## config.mk

```make
export PLATFORM = sky130hd
export DESIGN_NAME = uart_transmitter
export DESIGN_NICKNAME = d
export VERILOG_FILES = /design/src/rtl/uart_transmitter.sv
export SDC_FILE = /design/constraint.sdc
export NUM_CORES = 1
export LEC_CHECK = 0
export CORE_ASPECT_RATIO = 1.5
export CORE_MARGIN = 2
export CORE_UTILIZATION = 35
export DETAILED_ROUTE_END_ITERATION = 10
export PLACE_DENSITY_LB_ADDON = 0.2
export SLEW_MARGIN = 25
export SYNTH_ARGS = -nofsm -noshare
export SYNTH_HDL_FRONTEND = slang
export SYNTH_SLANG_ARGS = --single-unit
```

## constraint.sdc

```tcl
create_clock -name i_clk -period 2.4 [get_ports i_clk]
set_input_delay 0.24 -clock i_clk [delete_from_list [all_inputs] [get_ports i_clk]]
set_output_delay 0.24 -clock i_clk [all_outputs]
set_load 0.03 [all_outputs]
```

## src/rtl/uart_transmitter.sv

```systemverilog
// ---------------------------------------------------------------------------
// uart_transmitter
//
// Purpose: serialises one byte per accepted request onto a UART TX line as
// 8N1 (start bit, 8 data bits LSB first, stop bit). Optional even parity
// bit between the data and stop bits when UART_TX_PARITY_EN is defined
// (frame then becomes 8E1, 11 bit periods long).
//
// Parameters:
//   CLKs_Per_Bit - i_clk cycles per bit period (>= 2)
//
// Ports:
//   i_clk       - system clock, rising edge
//   i_rst_n     - asynchronous active-low reset
//   i_tx_DV     - request: i_tx_byte valid, send it
//   i_tx_byte   - byte to send, sampled only on accept
//   o_tx_ready  - high when a request will be accepted this cycle
//   o_tx_serial - UART line, idles high
//   o_tx_active - high while start/data/(parity)/stop bits are on the line
//   o_tx_done   - one-cycle pulse after the stop bit completes
//
// Optional feature macro: UART_TX_PARITY_EN
// ---------------------------------------------------------------------------
module uart_transmitter #(
  parameter int CLKs_Per_Bit = 87
) (
  input  logic       i_clk,
  input  logic       i_rst_n,
  input  logic       i_tx_DV,
  input  logic [7:0] i_tx_byte,
  output logic       o_tx_ready,
  output logic       o_tx_serial,
  output logic       o_tx_active,
  output logic       o_tx_done
);

  localparam int            CW       = $clog2(CLKs_Per_Bit) + 1;
  localparam logic [CW-1:0] CNT_LAST = CW'(CLKs_Per_Bit - 1);
  localparam logic [CW-1:0] CNT_ONE  = CW'(1);

`ifdef UART_TX_PARITY_EN
  typedef enum logic [2:0] {IDLE, START, DATA, PARITY, STOP} state_t;
`else
  typedef enum logic [2:0] {IDLE, START, DATA, STOP} state_t;
`endif

  state_t        state_q, state_d;
  logic [CW-1:0] cnt_q, cnt_d;
  logic [2:0]    idx_q, idx_d;
  logic [7:0]    byte_q, byte_d;
  logic          serial_q, serial_d;
  logic          active_q, active_d;
  logic          ready_q, ready_d;
  logic          done_q, done_d;

  logic          bit_end;
  logic [2:0]    idx_next;

  always_ff @(posedge i_clk or negedge i_rst_n) begin
    if (!i_rst_n) begin
      state_q  <= IDLE;
      cnt_q    <= '0;
      idx_q    <= '0;
      byte_q   <= '0;
      serial_q <= 1'b1;
      active_q <= 1'b0;
      ready_q  <= 1'b1;
      done_q   <= 1'b0;
    end else begin
      state_q  <= state_d;
      cnt_q    <= cnt_d;
      idx_q    <= idx_d;
      byte_q   <= byte_d;
      serial_q <= serial_d;
      active_q <= active_d;
      ready_q  <= ready_d;
      done_q   <= done_d;
    end
  end

  // Outputs are computed one cycle ahead so every output comes straight
  // from a flop; the _d values describe what the line shows after the edge.
  always_comb begin
    state_d  = state_q;
    cnt_d    = cnt_q;
    idx_d    = idx_q;
    byte_d   = byte_q;
    serial_d = serial_q;
    active_d = active_q;
    ready_d  = ready_q;
    done_d   = 1'b0;
    bit_end  = (cnt_q == CNT_LAST);
    idx_next = idx_q + 3'd1;

    case (state_q)
      IDLE: begin
        serial_d = 1'b1;
        active_d = 1'b0;
        ready_d  = 1'b1;
        cnt_d    = '0;
        if (i_tx_DV && ready_q) begin
          byte_d   = i_tx_byte;
          state_d  = START;
          serial_d = 1'b0;
          active_d = 1'b1;
          ready_d  = 1'b0;
        end
      end

      START: begin
        if (bit_end) begin
          state_d  = DATA;
          cnt_d    = '0;
          idx_d    = 3'd0;
          serial_d = byte_q[0];
        end else begin
          cnt_d = cnt_q + CNT_ONE;
        end
      end

      DATA: begin
        if (bit_end) begin
          cnt_d = '0;
          // Leave DATA on index 7 instead of incrementing, so the 3-bit
          // index never wraps back to 0 while data bits are being sent.
          if (idx_q == 3'd7) begin
`ifdef UART_TX_PARITY_EN
            state_d  = PARITY;
            serial_d = ^byte_q;
`else
            state_d  = STOP;
            serial_d = 1'b1;
`endif
          end else begin
            idx_d    = idx_next;
            serial_d = byte_q[idx_next];
          end
        end else begin
          cnt_d = cnt_q + CNT_ONE;
        end
      end

`ifdef UART_TX_PARITY_EN
      PARITY: begin
        if (bit_end) begin
          state_d  = STOP;
          cnt_d    = '0;
          serial_d = 1'b1;
        end else begin
          cnt_d = cnt_q + CNT_ONE;
        end
      end
`endif

      STOP: begin
        if (bit_end) begin
          // Done cycle: ready rises together with done, so a request held
          // during this cycle is taken on the next edge.
          state_d  = IDLE;
          cnt_d    = '0;
          serial_d = 1'b1;
          active_d = 1'b0;
          ready_d  = 1'b1;
          done_d   = 1'b1;
        end else begin
          cnt_d = cnt_q + CNT_ONE;
        end
      end

      default: begin
        state_d  = IDLE;
        cnt_d    = '0;
        serial_d = 1'b1;
        active_d = 1'b0;
        ready_d  = 1'b1;
      end
    endcase
  end

  assign o_tx_ready  = ready_q;
  assign o_tx_serial = serial_q;
  assign o_tx_active = active_q;
  assign o_tx_done   = done_q;

endmodule

```

* Word level (Yosys, flattened, before mapping)
Index checks and enable logic that the tools add are counted.
Cells by class: bitwise operators 1, eq/ne operators 11, reduce and logical (&&, ||, !) cells 10, $add $sub $neg 2, magnitude comparators 1, mux-type cells 25
Operators with widths (number):
- 3-bit two-way mux | 7
- 8-bit two-way mux | 2
- 2-bit inequality test, second input constant | 6
- 3-bit case mux with 4 select lines | 1
- 1-bit two-way mux | 10
- 8-bit by 1-bit adder with 8-bit output, second input constant | 1
- 8-bit by 7-bit == test with 1-bit output, second input constant | 1
- 3-bit by 2-bit == test with 1-bit output, second input constant | 2
- 1-bit case mux with 3 select lines | 2
- 3-bit case mux with 2 select lines | 1
- 5-bit AND reduction | 1
- 3-bit by 4-bit less-than comparator with 1-bit output, second input constant | 1
- 1-bit case mux with 4 select lines | 1
- 2-bit AND reduction | 2
- 4-bit AND reduction | 1
- 3-bit by 1-bit adder with 3-bit output, second input constant | 1
- 1-bit binary-select mux with 3-bit select | 1
- 3-bit by 1-bit == test with 1-bit output, second input constant | 1
- 3-bit == test, second input constant | 1
- 3-bit logical NOT | 1
- 3-bit AND reduction | 1
- 3-bit OR reduction | 1
- 2-bit nonzero test | 1
- 2-bit OR reduction | 1
- 2 further kinds | 2
Word-level totals: logic and storage cells 58, bits in registers 26, input port bits 11, output and inout bits 4

* Longest topological paths before layout
Gate-level depths: netlist of the first run.
depth after elaboration 6, mapped depth 7, gate-level depth less buffers 6

* Worst setup path before layout of the first run
Ideal clock, no wire load.
kind register -> register, from reg idx_q[0], to reg serial_q, in the netlist o_tx_serial, library setup time 0.088 ns, arrival 1.636 ns, path buffers 0, period minus slack after synthesis 1.723 ns, path slack 0.677 ns, stages on the path, launching flop included 6, cell sequence dfrtp_1 > ha_1 > ha_1 > mux2_2 > o311ai_0 > o31ai_1
On the way: word-level cells in the longest chain between the ends 6, elaborated cells between the ends (all ways) 7, classes of those cells 1 x add/sub; 1 x eq/ne; 5 x mux
Ends and longest elaborated chain:
- start, declared | line 49 | logic [2:0] idx_q, idx_d;
- start signal, assigned | line 72 | idx_q <= idx_d;
- 3-bit by 1-bit adder with 3-bit output | line 93 | idx_next = idx_q + 3'd1;
- 1-bit binary-select mux with 3-bit select | line 136 | serial_d = byte_q[idx_next];
- 1-bit two-way mux (not written as such) | line 136
- 1-bit two-way mux (*) | line 126 | if (idx_q == 3'd7) begin
- 1-bit two-way mux (*) | line 122 | if (bit_end) begin
- 1-bit case mux with 4 select lines (*) | line 95 | case (state_q)
- end signal, assigned | line 74 | serial_q <= serial_d;
- end, declared | line 51 | logic serial_q, serial_d;
Every way passes the cells marked *; elsewhere a longest branch is shown, timed or not. The select of a mux whose other input is x is not followed. A chain may end at the register's enable or synchronous reset.

* Worst setup path after layout of the first run
Same ends and word-level chain as after synthesis.

==> reports/summary.md, run 1 <==
The run finished with clean final reports. Area share of the largest cell type after synthesis: 0.425. Number of inserted filler cells in the final layout: 365. The biggest area contributor in the post-synthesis netlist is dfrtp_1. The horizontal die dimension is 54.8 um. Summed over all layers, the routed wires come to 2480 um. Counting flops and latches in the post-synthesis netlist gives 25. The logs give 0.479 ns for the minimum setup slack in the final design and 0.133 for the total track usage.

The core outline area was 3680 um^2. For the worst setup path, the data required time is 2.59 ns. The run gives 936 as the via count of the first global-routing pass.

For this run, the leading register cell type out of synthesis is dfrtp_1. The max-slew violation count is 0. The tools report the vias after detailed routing as 886. Share of the cycle needed by the critical path after routing: 0.801. Number of buffers inserted to repair setup after CTS: 0. For the register-to-register setup slack, the log shows 0.48 ns. TritonCTS built the clock tree. The number of top-level pins is 15. The number of failing hold endpoints at the final stage was 0. The post-route antenna net violation count was 0. For the worst setup path, the data arrival time is 2.11 ns. The violation count after the first detailed-routing iteration is 7. Summing all placed instances gives a cell area of 1540 um^2.

The run gives 0.368 as the initial cell density of the core. Setup repair after global routing left no endpoint under its margin. For this run the aggregate overflow at the end of global routing stands at 0. Once the clock tree was built, the resizer swapped 0 gates to a different size. At the end of routability-driven placement, the weighted congestion stood at 0.730.

The endpoint identified for the worst register-to-register timing path is o_tx_serial$_DFFE_PN1P_. Hold timing on the final database bottoms out at a slack of 0.329 ns. The number of max-cap violations came out at 0. At the placement stage, the worst setup path has a slack of 0.454 ns. The number of nets in the synthesized netlist is 136. Averaged over all synthesized cells, the footprint is 11.8 um^2. The termination of the worst setup path is o_tx_serial$_DFFE_PN1P_. The routed wire length per instance was 14.3 um; the placed wire-length estimate after detailed placement was 1890 um. Derived from the worst setup path, the maximum achievable clock frequency is 520 MHz. For the leakage dissipation, the log shows 0.733 nW.

Once layout is complete, the cells apart from fillers number 173. The most critical setup path has its startpoint at idx_q[0]$_DFFE_PN0P_. The share of the yosys chip area belonging to registers was 0.464; the area of all placed cells without fillers was 1580 um^2.

After layout, the minimum clock period comes to 1.92 ns. The cell row count is 27, and the global-route wire length before repair is 4280 um. The path class of the tightest hold or removal check is in2async.

The worst setup path is captured at a register. The final core utilization is 0.430. The number of CTS-inserted buffers was 3.

The tools report the cell at the root of the clock tree as clkbuf_8. The run gives 0.694 mW as the total design power. The tools report the area of the mapped netlist as 1350 um^2. The run gives 152 as the final net count.

The startpoint of the worst register-to-register path is idx_q[0]$_DFFE_PN0P_. The first detailed-routing pass took 4 iterations. The clock passes through at most 2 buffers. Dividing the detail-routed via count by the number of cells gives 5.12. The tools report the largest voltage drop on the vdd net as 0.293 mV. The floorplan step defined a die boundary enclosing 4390 um^2. The area growth from synthesis to layout is 16.9%. Entering global routing, the biggest net connects 26 pins.

The number of placed cells counting well taps is 169. At the pin with the least slew margin, the transition time is 0.508 ns. Yosys mapped the design onto 38 distinct sky130hd cell types. In the layout the commonest cells are 23 x dfrtp_1, 14 x clkdlybuf4s50_1, 10 x nor2_1, 10 x ha_1, 9 x mux2_2. During synthesis, Yosys emitted a total of 0 warnings.

The initial antenna violation count is 0, and the number of remaining DRC errors is 0. Number of setup violations in the final report: 0. Category of the worst setup path launch point: a register. The antenna diode count came out at 0. The number of enable-type register cells in the synthesized netlist came out at 0.

Number of hold-repair buffers added at the cts stage: 0. Across the routed clock network, the largest skew measured is 0.00223 ns. The tools report the H-tree depth as 1.

For this design, the sink count on the clock tree is 25. Share of synthesized flip-flops with an asynchronous set or reset: 1.00. Synthesis handed over a netlist of 115 instances. At the later pin of the worst-skew pair, clock insertion delay measures 0.27 ns. Post-route setup TNS: 0 ns. Fraction of final layout cells sized beyond drive strength 1: 0.192. The clock transition at the registers of the reported paths is 0.08 ns. By area the synthesized netlist is led by dfrtp_1 43%, ha_1 9.2%, mux2_2 7.5%. Quantity of I/O buffers inserted on ports: 14.

The total power density per cell area is 438 nW/um^2. Maximum fanout along the worst path: 7. The cell count of the worst reg-to-reg path is 5. The library cell used most frequently in the layout, excluding fill and tap cells, is dfrtp_1. The critical path is of the reg2reg type. The run gives 0.661 as the remaining max-slew budget at the tightest pin. From bottom edge to top edge, the die measures 80.2 um.
[layout make-up]
class / instances / area [um^2] / share of cell area
flip-flops and latches: 25 / 628 / 0.397
well taps: 43 / 53.8 / 0.0340
multi-input cells: 79 / 682 / 0.431
repair buffers: 15 / 148 / 0.0933
clock buffers: 4 / 45.0 / 0.0285
inverters: 7 / 26.3 / 0.0166
[where the power goes]
| group | total, mW | leakage [nW] | internal (mW) | switching [mW] |
|---|---|---|---|---|
| Combinational | 0.0254 | 0.393 | 0.0152 | 0.0101 |
| Clock | 0.247 | 0.0228 | 0.119 | 0.129 |
| Sequential | 0.421 | 0.317 | 0.421 | 0 |
| Total | 0.694 | 0.733 | 0.555 | 0.139 |
[synthesized netlist by cell type (all sizes together), types with 3 or more instances]
library cell,number
nand2b,4
inv,7
dfrtp,23
mux2,11
xnor2,3
a22o,3
nor2,11
mux2i,3
nand2,5
nand3,3
xor2,3
ha,10
o21ai,4
[registers in the layout, summed over array words and instances (netlist names)]
register / flops
o_tx_serial: 1
o_tx_ready: 1
cnt_q: 8
idx_q: 3
byte_q: 8
state_q: 2
o_tx_active: 1
o_tx_done: 1
[per-layer routing]
layer	global-route usage	vias to the layer above	wire length, um
met2	0.232	12	1330
li1	-	427	-
met5	0	-	0
met1	0.154	443	1060
met3	0.0167	4	48
met4	0.0600	0	45
[worst min path at each step]
stage / from / to / cells after the start
6_report: i_rst_n / o_tx_done$_DFF_PN0_ / 2
5_1_grt: i_rst_n / o_tx_done$_DFF_PN0_ / 2
4_1_cts: i_rst_n / cnt_q[4]$_DFF_PN0_ / 2
3_5_place_dp: byte_q[6]$_DFFE_PN0P_ / byte_q[6]$_DFFE_PN0P_ / 1
3_3_place_gp: byte_q[2]$_DFFE_PN0P_ / byte_q[2]$_DFFE_PN0P_ / 1
2_1_floorplan: i_rst_n / byte_q[0]$_DFFE_PN0P_ / 0
[worst max-delay path, stage by stage, from the launching register on]
cell	delay (ns)
dfrtp_1	0.45
ha_1	0.23
ha_1	0.36
mux2_2	0.35
o311ai_0	0.33
o31ai_1	0.12
[logic make-up after synthesis]
| group | after synthesis | share of synthesized area |
|---|---|---|
| flops | 25 | 0.464 |
| simple gates | 32 | 0.136 |
| buf+inv | 11 | 0.0324 |
| compound gates | 16 | 0.104 |
| xor+xnor | 6 | 0.0388 |
| mux | 15 | 0.133 |
| fa+ha+maj | 10 | 0.0924 |
Power figures use the tool's default switching activity.
==> run 2: changes to the inputs <==
==> constraint.sdc (replaced) <==
create_clock -name i_clk -period 1.94 [get_ports i_clk]
set_input_delay 0.194 -clock i_clk [delete_from_list [all_inputs] [get_ports i_clk]]
set_output_delay 0.194 -clock i_clk [all_outputs]
set_load 0.03 [all_outputs]
==> run 2 against run 1 <==
Against the previous run:
- fmax rose by 6.7%
- flip-flop and latch count did not move
- register-to-register slack got worse by 0.34 ns
- clock power rose by 26%
- sequential share of layout area fell by 0.77 points
- clock skew barely moved
- sequential power rose by 24%
- largest power group unchanged
==> reports/summary.md, run 2 (synthesized netlist as in run 1, its figures left out) <==
The cell at the root of the clock tree is clkbuf_8. The clock transition at the registers of the reported paths works out to 0.09 ns (about the same). The run gives 4150 um (-2.9%) as the global-route wire length before repair. The number of failing hold endpoints at the final stage was 0 (unchanged). For the register-to-register setup slack, the log shows 0.14 ns (-0.34 ns). In the layout the commonest cells are 23 x dfrtp_1, 14 x clkdlybuf4s50_1, 10 x nor2_1, 10 x ha_1, 9 x mux2_2. The delay of the slowest critical-path stage was 0.41 ns (-0.04 ns); the portion of total power attributed to sequential cells was 0.604 (-0.003).

The buffer and inverter count on the worst path works out to 0 (unchanged). The post-route antenna net violation count is 0 (unchanged). TritonCTS built the clock tree.

The run gives 3680 um^2 (unchanged) as the core outline area. For the relative contribution of combinational cells to total power, the log shows 0.036 (about the same). The share of the cycle needed by the critical path after routing came out at 0.928 (+0.128).

The flow ran to the end, and the final reports show no timing, DRC or antenna violations. The slew at the pin with the worst max-slew slack is 0.326 ns (-0.181 ns), and the detailed-route vias per instance is 5.00 (-2.4%). The internal power of the cells is 0.683 mW (+23%), and the maximum fanout along the worst path is 4 (-3). Fraction of final layout cells sized beyond drive strength 1: 0.224 (+0.0316). The run gives 156 (+2.6%) as the final net count. The largest registers in the layout are byte_q (8), cnt_q (8), idx_q (3). Routed wire length per instance: 13.7 um (-4.6%).

The overall routed net length was 2420 um (-2.4%); the count of instances resized after the clock tree is built was 0 (unchanged). Area of the die: 4390 um^2 (unchanged). The largest voltage drop on the vdd net was 0.364 mV (+24%); the count of cell instances traversed by the critical path was 5 (unchanged). The post-layout minimum cycle time is 1.80 ns (-0.120 ns), and the vias after detailed routing is 885 (-0.11%). Area overhead of the layout relative to synthesis: 19.2%. The logs give 0.00245 ns (+0.000219 ns) for the setup skew after layout and 27 (unchanged) for the cell row count. For the highest achievable clock rate, the log shows 555 MHz (+6.7%). The number of CTS-inserted buffers is 3 (unchanged).

The quantity of I/O buffers inserted on ports was 14 (unchanged). The data required time of the worst path is 2.14 ns (-0.45 ns), and the initial antenna violation count is 0 (unchanged). The logs give 2.00 ns (-0.11 ns) for the signal arrival time at the worst endpoint and 4 (unchanged) for the number of optimization iterations in the first detailed-route pass. The remaining max-slew budget at the tightest pin is 0.780 (+0.119).

The run gives 0.755 nW (+3.0%) as the leakage dissipation. Final core utilization: 0.438 (+0.00849). Number of top-level pins: 15 (unchanged). The post-route setup TNS was 0 ns (unchanged). The logs give 1800 um (-4.8%) for the placed wire-length estimate after detailed placement and 0.27 ns (about the same) for the insertion delay of the later-clocked pin in the worst-skew pair. The power spent charging and discharging nets was 0.178 mW (+29%); the number of hold-repair buffers added at the cts stage was 0 (unchanged). The run gives 0 (unchanged) as the antenna diode count. The H-tree depth is 1 (unchanged).

Traced cell by cell, the critical path runs through ha_1, ha_1, mux2_2, o311ai_0, o31ai_1. The total track usage was 0.130 (-0.00350); the number of max-cap violations was 0 (unchanged). The count of clock tree sinks was 25 (unchanged); the pin count of the biggest net entering global routing was 26 (unchanged). The worst register-to-register path ends at o_tx_serial$_DFFE_PN1P_. The worst setup path is launched from a register.

The max-slew violation count is 0 (unchanged), and the die height is 80.2 um (unchanged). The remaining global-route overflow is 0 (unchanged), and the cell count of the worst reg-to-reg path is 5 (unchanged). The via count of the first global-routing pass was 939 (+0.32%); the number of buffers inserted to repair setup after CTS was 0 (unchanged). The total design power was 0.862 mW (+24%).

The cell that appears most often on the critical path is ha_1. Setup repair after global routing left no endpoint under its margin. Category of the most critical setup path: reg2reg. Cell family with the largest share of critical-path delay: adder cells. The total power density per cell area came out at 534 nW/um^2 (+22%). The worst-case clock buffer depth was 2 (unchanged). The initial cell density of the core is 0.368 (unchanged), and the horizontal die dimension is 54.8 um (unchanged). The leading cell type in the layout, fill and taps excluded is dfrtp_1. The min-delay analysis places its worst path in the category in2async. The violation count after the first detailed-routing iteration was 12 (+5). The switching portion of total power was 0.207 (+0.00693). The tools report the nature of the critical path endpoint as a register. In this run the critical register-to-register path is launched from idx_q[1]$_DFFE_PN0P_.

The final weighted congestion in routability-driven placement came out at 0.763 (+4.6%). The tools report the number of remaining DRC errors as 0 (unchanged). The share of power burned in the clock network is 0.359 (+0.003). The cell with the biggest individual delay on the critical path was dfrtp_1. Number of setup violations in the final report: 0 (unchanged).
[run 2: final cells by class]
class                   instances  area [um^2]
fillers                       360         2070
multi-input cells              79          682
flip-flops and latches         25          628
repair buffers                 19          178
well taps                      43         53.8
clock buffers                   3         41.3
inverters                       7         26.3
clock inverters                 1         5.00
[run 2: worst max-delay path by stage]
stage                               from                      end
floorplan           idx_q[0]$_DFFE_PN0P_  o_tx_serial$_DFFE_PN1P_
global placement    idx_q[1]$_DFFE_PN0P_  o_tx_serial$_DFFE_PN1P_
detailed placement  idx_q[1]$_DFFE_PN0P_  o_tx_serial$_DFFE_PN1P_
CTS                 idx_q[1]$_DFFE_PN0P_  o_tx_serial$_DFFE_PN1P_
global route        idx_q[1]$_DFFE_PN0P_  o_tx_serial$_DFFE_PN1P_
finish              idx_q[1]$_DFFE_PN0P_  o_tx_serial$_DFFE_PN1P_
[run 2: worst register-to-register path, cell delays in order, from the launching register on]
cell	delay, ns
dfrtp_1	0.41
ha_1	0.19
ha_1	0.36
mux2_2	0.36
o311ai_0	0.31
o31ai_1	0.11
[run 2: stage by stage]
stage | worst slack [ns] | instance area (um^2) | instances | hold slack (ns)
floorplan | 0.217 | 1350 | 115 | -0.102
global placement | 0.184 | 1570 | 173 | 0.489
detailed placement | 0.124 | 1570 | 173 | 0.488
finish | 0.139 | 1610 | 177 | 0.280
global route | 0.0439 | 1610 | 177 | 0.322
CTS | 0.121 | 1610 | 177 | 0.288
[run 2: metal layers]
layer / global-route usage / vias up / part of all wire / routed length, um
met5: 0 / - / 0 / 0
met4: 0.0675 / 0 / 0.019 / 45
met3: 0.0167 / 4 / 0.026 / 64
met2: 0.223 / 12 / 0.52 / 1270
met1: 0.149 / 432 / 0.43 / 1050
li1: - / 437 / - / -
[run 2: power groups by stage]
| stage | clock network [mW] | registers [mW] | logic (mW) |
|---|---|---|---|
| global placement | 0 | 0.531 | 0.0322 |
| finish | 0.310 | 0.521 | 0.0314 |
| detailed placement | 0 | 0.531 | 0.0330 |
| floorplan | 0 | 0.531 | 0.000192 |
| global route | 0.346 | 0.521 | 0.0360 |
| CTS | 0.330 | 0.521 | 0.0332 |
==> run 3: changes to the inputs <==
--- a/config.mk
+++ b/config.mk
@@ -5,6 +5,8 @@
 export SDC_FILE = /design/constraint.sdc
 export NUM_CORES = 1
 export LEC_CHECK = 0
+export CELL_PAD_IN_SITES_DETAIL_PLACEMENT = 1
+export CELL_PAD_IN_SITES_GLOBAL_PLACEMENT = 2
 export CORE_ASPECT_RATIO = 1.5
 export CORE_MARGIN = 2
 export CORE_UTILIZATION = 35
==> run 3 against run 2 <==
Against the previous run:
- critical path depth unchanged
- sequential share of layout area up 0.18 points
- wire length up 8.0%
- setup slack worse by 0.020 ns
==> reports/summary.md, run 3 (synthesized netlist as in run 1, its figures left out) <==
STA classifies the critical path startpoint as a register. The quantity of I/O buffers inserted on ports was 14 (unchanged); the portion of total power attributed to sequential cells was 0.601 (-0.003). The run gives 2 (unchanged) as the worst-case clock buffer depth. The path class of the tightest hold or removal check is in2async. The routed wire length per instance is 14.9 um (+8.6%).

The post-route setup TNS was 0 ns (unchanged); the die height was 80.2 um (unchanged). The post-layout minimum cycle time was 1.82 ns (+0.0201 ns). In the final layout, the registers with the most flip-flops are byte_q (8), cnt_q (8), idx_q (3).

The H-tree depth is 1 (unchanged), and the placed wire-length estimate after detailed placement is 2060 um (+14%). The maximum fanout along the worst path is 4 (unchanged). The logs give 0.318 mV (-13%) for the largest voltage drop on the vdd net and 0 (unchanged) for the number of setup violations in the final report. The tools report the nature of the critical path endpoint as a register. Minimum setup slack in the final design: 0.119 ns (-0.0201 ns). The leading cell type in the layout, fill and taps excluded is dfrtp_1. The share of power burned in the clock network came out at 0.363 (+0.004). The number of remaining DRC errors is 0 (unchanged), and the max-slew violation count is 0 (unchanged). Number of hold-repair buffers added at the cts stage: 0 (unchanged). The via count of the first global-routing pass is 982 (+4.6%), and the clock transition at the registers of the reported paths is 0.09 ns (about the same). The top cell types in the final layout, fill and taps aside, are 23 x dfrtp_1, 14 x clkdlybuf4s50_1, 10 x nor2_1, 10 x ha_1, 9 x mux2_2. The run gives 0 (unchanged) as the initial antenna violation count. The logs give 2.14 ns (about the same) for the data required time of the worst path and 0.282 ns (+0.00240 ns) for the worst slack on hold paths. The run gives 0.779 (about the same) as the remaining max-slew budget at the tightest pin. Relative contribution of combinational cells to total power: 0.036 (about the same). Number of failing hold endpoints at the final stage: 0 (unchanged). The area overhead of the layout relative to synthesis was 18.7%. Setup repair after global routing left no endpoint under its margin. The tools report the core outline area as 3680 um^2 (unchanged). The run gives 4 (unchanged) as the number of optimization iterations in the first detailed-route pass. The total power density per cell area is 540 nW/um^2 (+1.1%), and the area of the die is 4390 um^2 (unchanged).

Final weighted congestion in routability-driven placement: 0.722 (-5.4%). The slew at the pin with the worst max-slew slack came out at 0.327 ns (+0.000357 ns). The number of max-cap violations is 0 (unchanged). Count of clock tree sinks: 25 (unchanged). TritonCTS built the clock tree.

The category of the most critical setup path was reg2reg. The global-route wire length before repair is 4390 um (+5.7%). Highest achievable clock rate: 549 MHz (-1.1%).

In this run the clock root is driven by a clkbuf_8. The final net count came out at 155 (-0.64%). The vias after detailed routing is 930 (+5.1%), and the switching portion of total power is 0.212 (+0.00470). The horizontal die dimension is 54.8 um (unchanged), and the fraction of final layout cells sized beyond drive strength 1 is 0.218 (-0.00584). The tools report the insertion delay of the later-clocked pin in the worst-skew pair as 0.27 ns (about the same). Antenna diode count: 0 (unchanged). For the cell row count, the log shows 27 (unchanged). The tools report the setup skew after layout as 0.000893 ns (-0.00156 ns). The tools report the number of CTS-inserted buffers as 3 (unchanged). The overall routed net length was 2620 um (+8.0%). The detailed-route vias per instance came out at 5.28 (+5.7%). The share of the cycle needed by the critical path after routing is 0.939 (+0.0104).

The power spent charging and discharging nets was 0.184 mW (+2.9%). The run gives 0.138 (+0.00830) as the total track usage. The internal power of the cells is 0.684 mW (about the same).

The leakage dissipation was 0.751 nW (-0.55%). The run gives 13 (+1) as the violation count after the first detailed-routing iteration. Number of top-level pins: 15 (unchanged). The initial cell density of the core was 0.368 (unchanged); the post-route antenna net violation count was 0 (unchanged). The tools report the number of buffers inserted to repair setup after CTS as 0 (unchanged). The logs give 0 (unchanged) for the count of instances resized after the clock tree is built and 0.110 ns (-0.0144 ns) for the placement-stage worst setup slack. The pin count of the biggest net entering global routing is 26 (unchanged), and the remaining global-route overflow is 0 (unchanged). For the signal arrival time at the worst endpoint, the log shows 2.02 ns (+0.02 ns).

The flow ran to the end, and the final reports show no timing, DRC or antenna violations.
run 3: metrics by stage:
| step | utilization | power, mW | area [um^2] | std cells |
|---|---|---|---|---|
| 6_report | 0.436 | 0.867 | 1610 | 176 |
| 5_1_grt | 0.436 | 0.903 | 1610 | 176 |
| 4_1_cts | 0.436 | 0.883 | 1610 | 176 |
| 3_5_place_dp | 0.424 | 0.564 | 1560 | 172 |
| 3_3_place_gp | 0.424 | 0.563 | 1560 | 172 |
| 2_1_floorplan | - | 0.531 | 1350 | 115 |
run 3: worst max-delay path: stages, from the launching register on:
cell and delay [ns]:
dfrtp_1 0.42, ha_1 0.20, ha_1 0.36, mux2_2 0.36, o311ai_0 0.31, o31ai_1 0.11
run 3: cell type report:
type / count / area (um^2)
multi-input cells: 79 / 682
flip-flops and latches: 25 / 628
well taps: 43 / 53.8
clock buffers: 3 / 41.3
inverters: 7 / 26.3
repair buffers: 18 / 170
fillers: 413 / 2080
clock inverters: 1 / 5.00
run 3: power by group through the flow:
stage	sequential, mW	combinational [mW]	clock, mW
CTS	0.521	0.0329	0.329
floorplan	0.531	0.000192	0
finish	0.521	0.0314	0.315
global route	0.521	0.0352	0.347
detailed placement	0.531	0.0329	0
global placement	0.531	0.0320	0
run 3: path summary, 6_finish.rpt:
check | startpoint | to | slack, ns | cells past startpoint
min in group i_clk | byte_q[6]$_DFFE_PN0P_ | byte_q[6]$_DFFE_PN0P_ | 0.51 | 1
min | i_rst_n | cnt_q[5]$_DFF_PN0_ | 0.28 | 2
max | idx_q[1]$_DFFE_PN0P_ | o_tx_serial$_DFFE_PN1P_ | 0.12 | 5
min reg2reg | byte_q[6]$_DFFE_PN0P_ | byte_q[6]$_DFFE_PN0P_ | 0.51 | 1
max in group asynchronous | i_rst_n | o_tx_ready$_DFFE_PN1P_ | 1.36 | 2
max reg2reg | idx_q[1]$_DFFE_PN0P_ | o_tx_serial$_DFFE_PN1P_ | 0.12 | 5
run 3: routing by layer:
metal  part of all wire  GRT usage  wire, um  vias to the layer above
li1                   -          -         -                      436
met1               0.37      0.142       966                      475
met2               0.59      0.258      1530                       15
met3              0.030     0.0186        79                        4
met4              0.015     0.0600        38                        0
met5                  0          0         0                        -
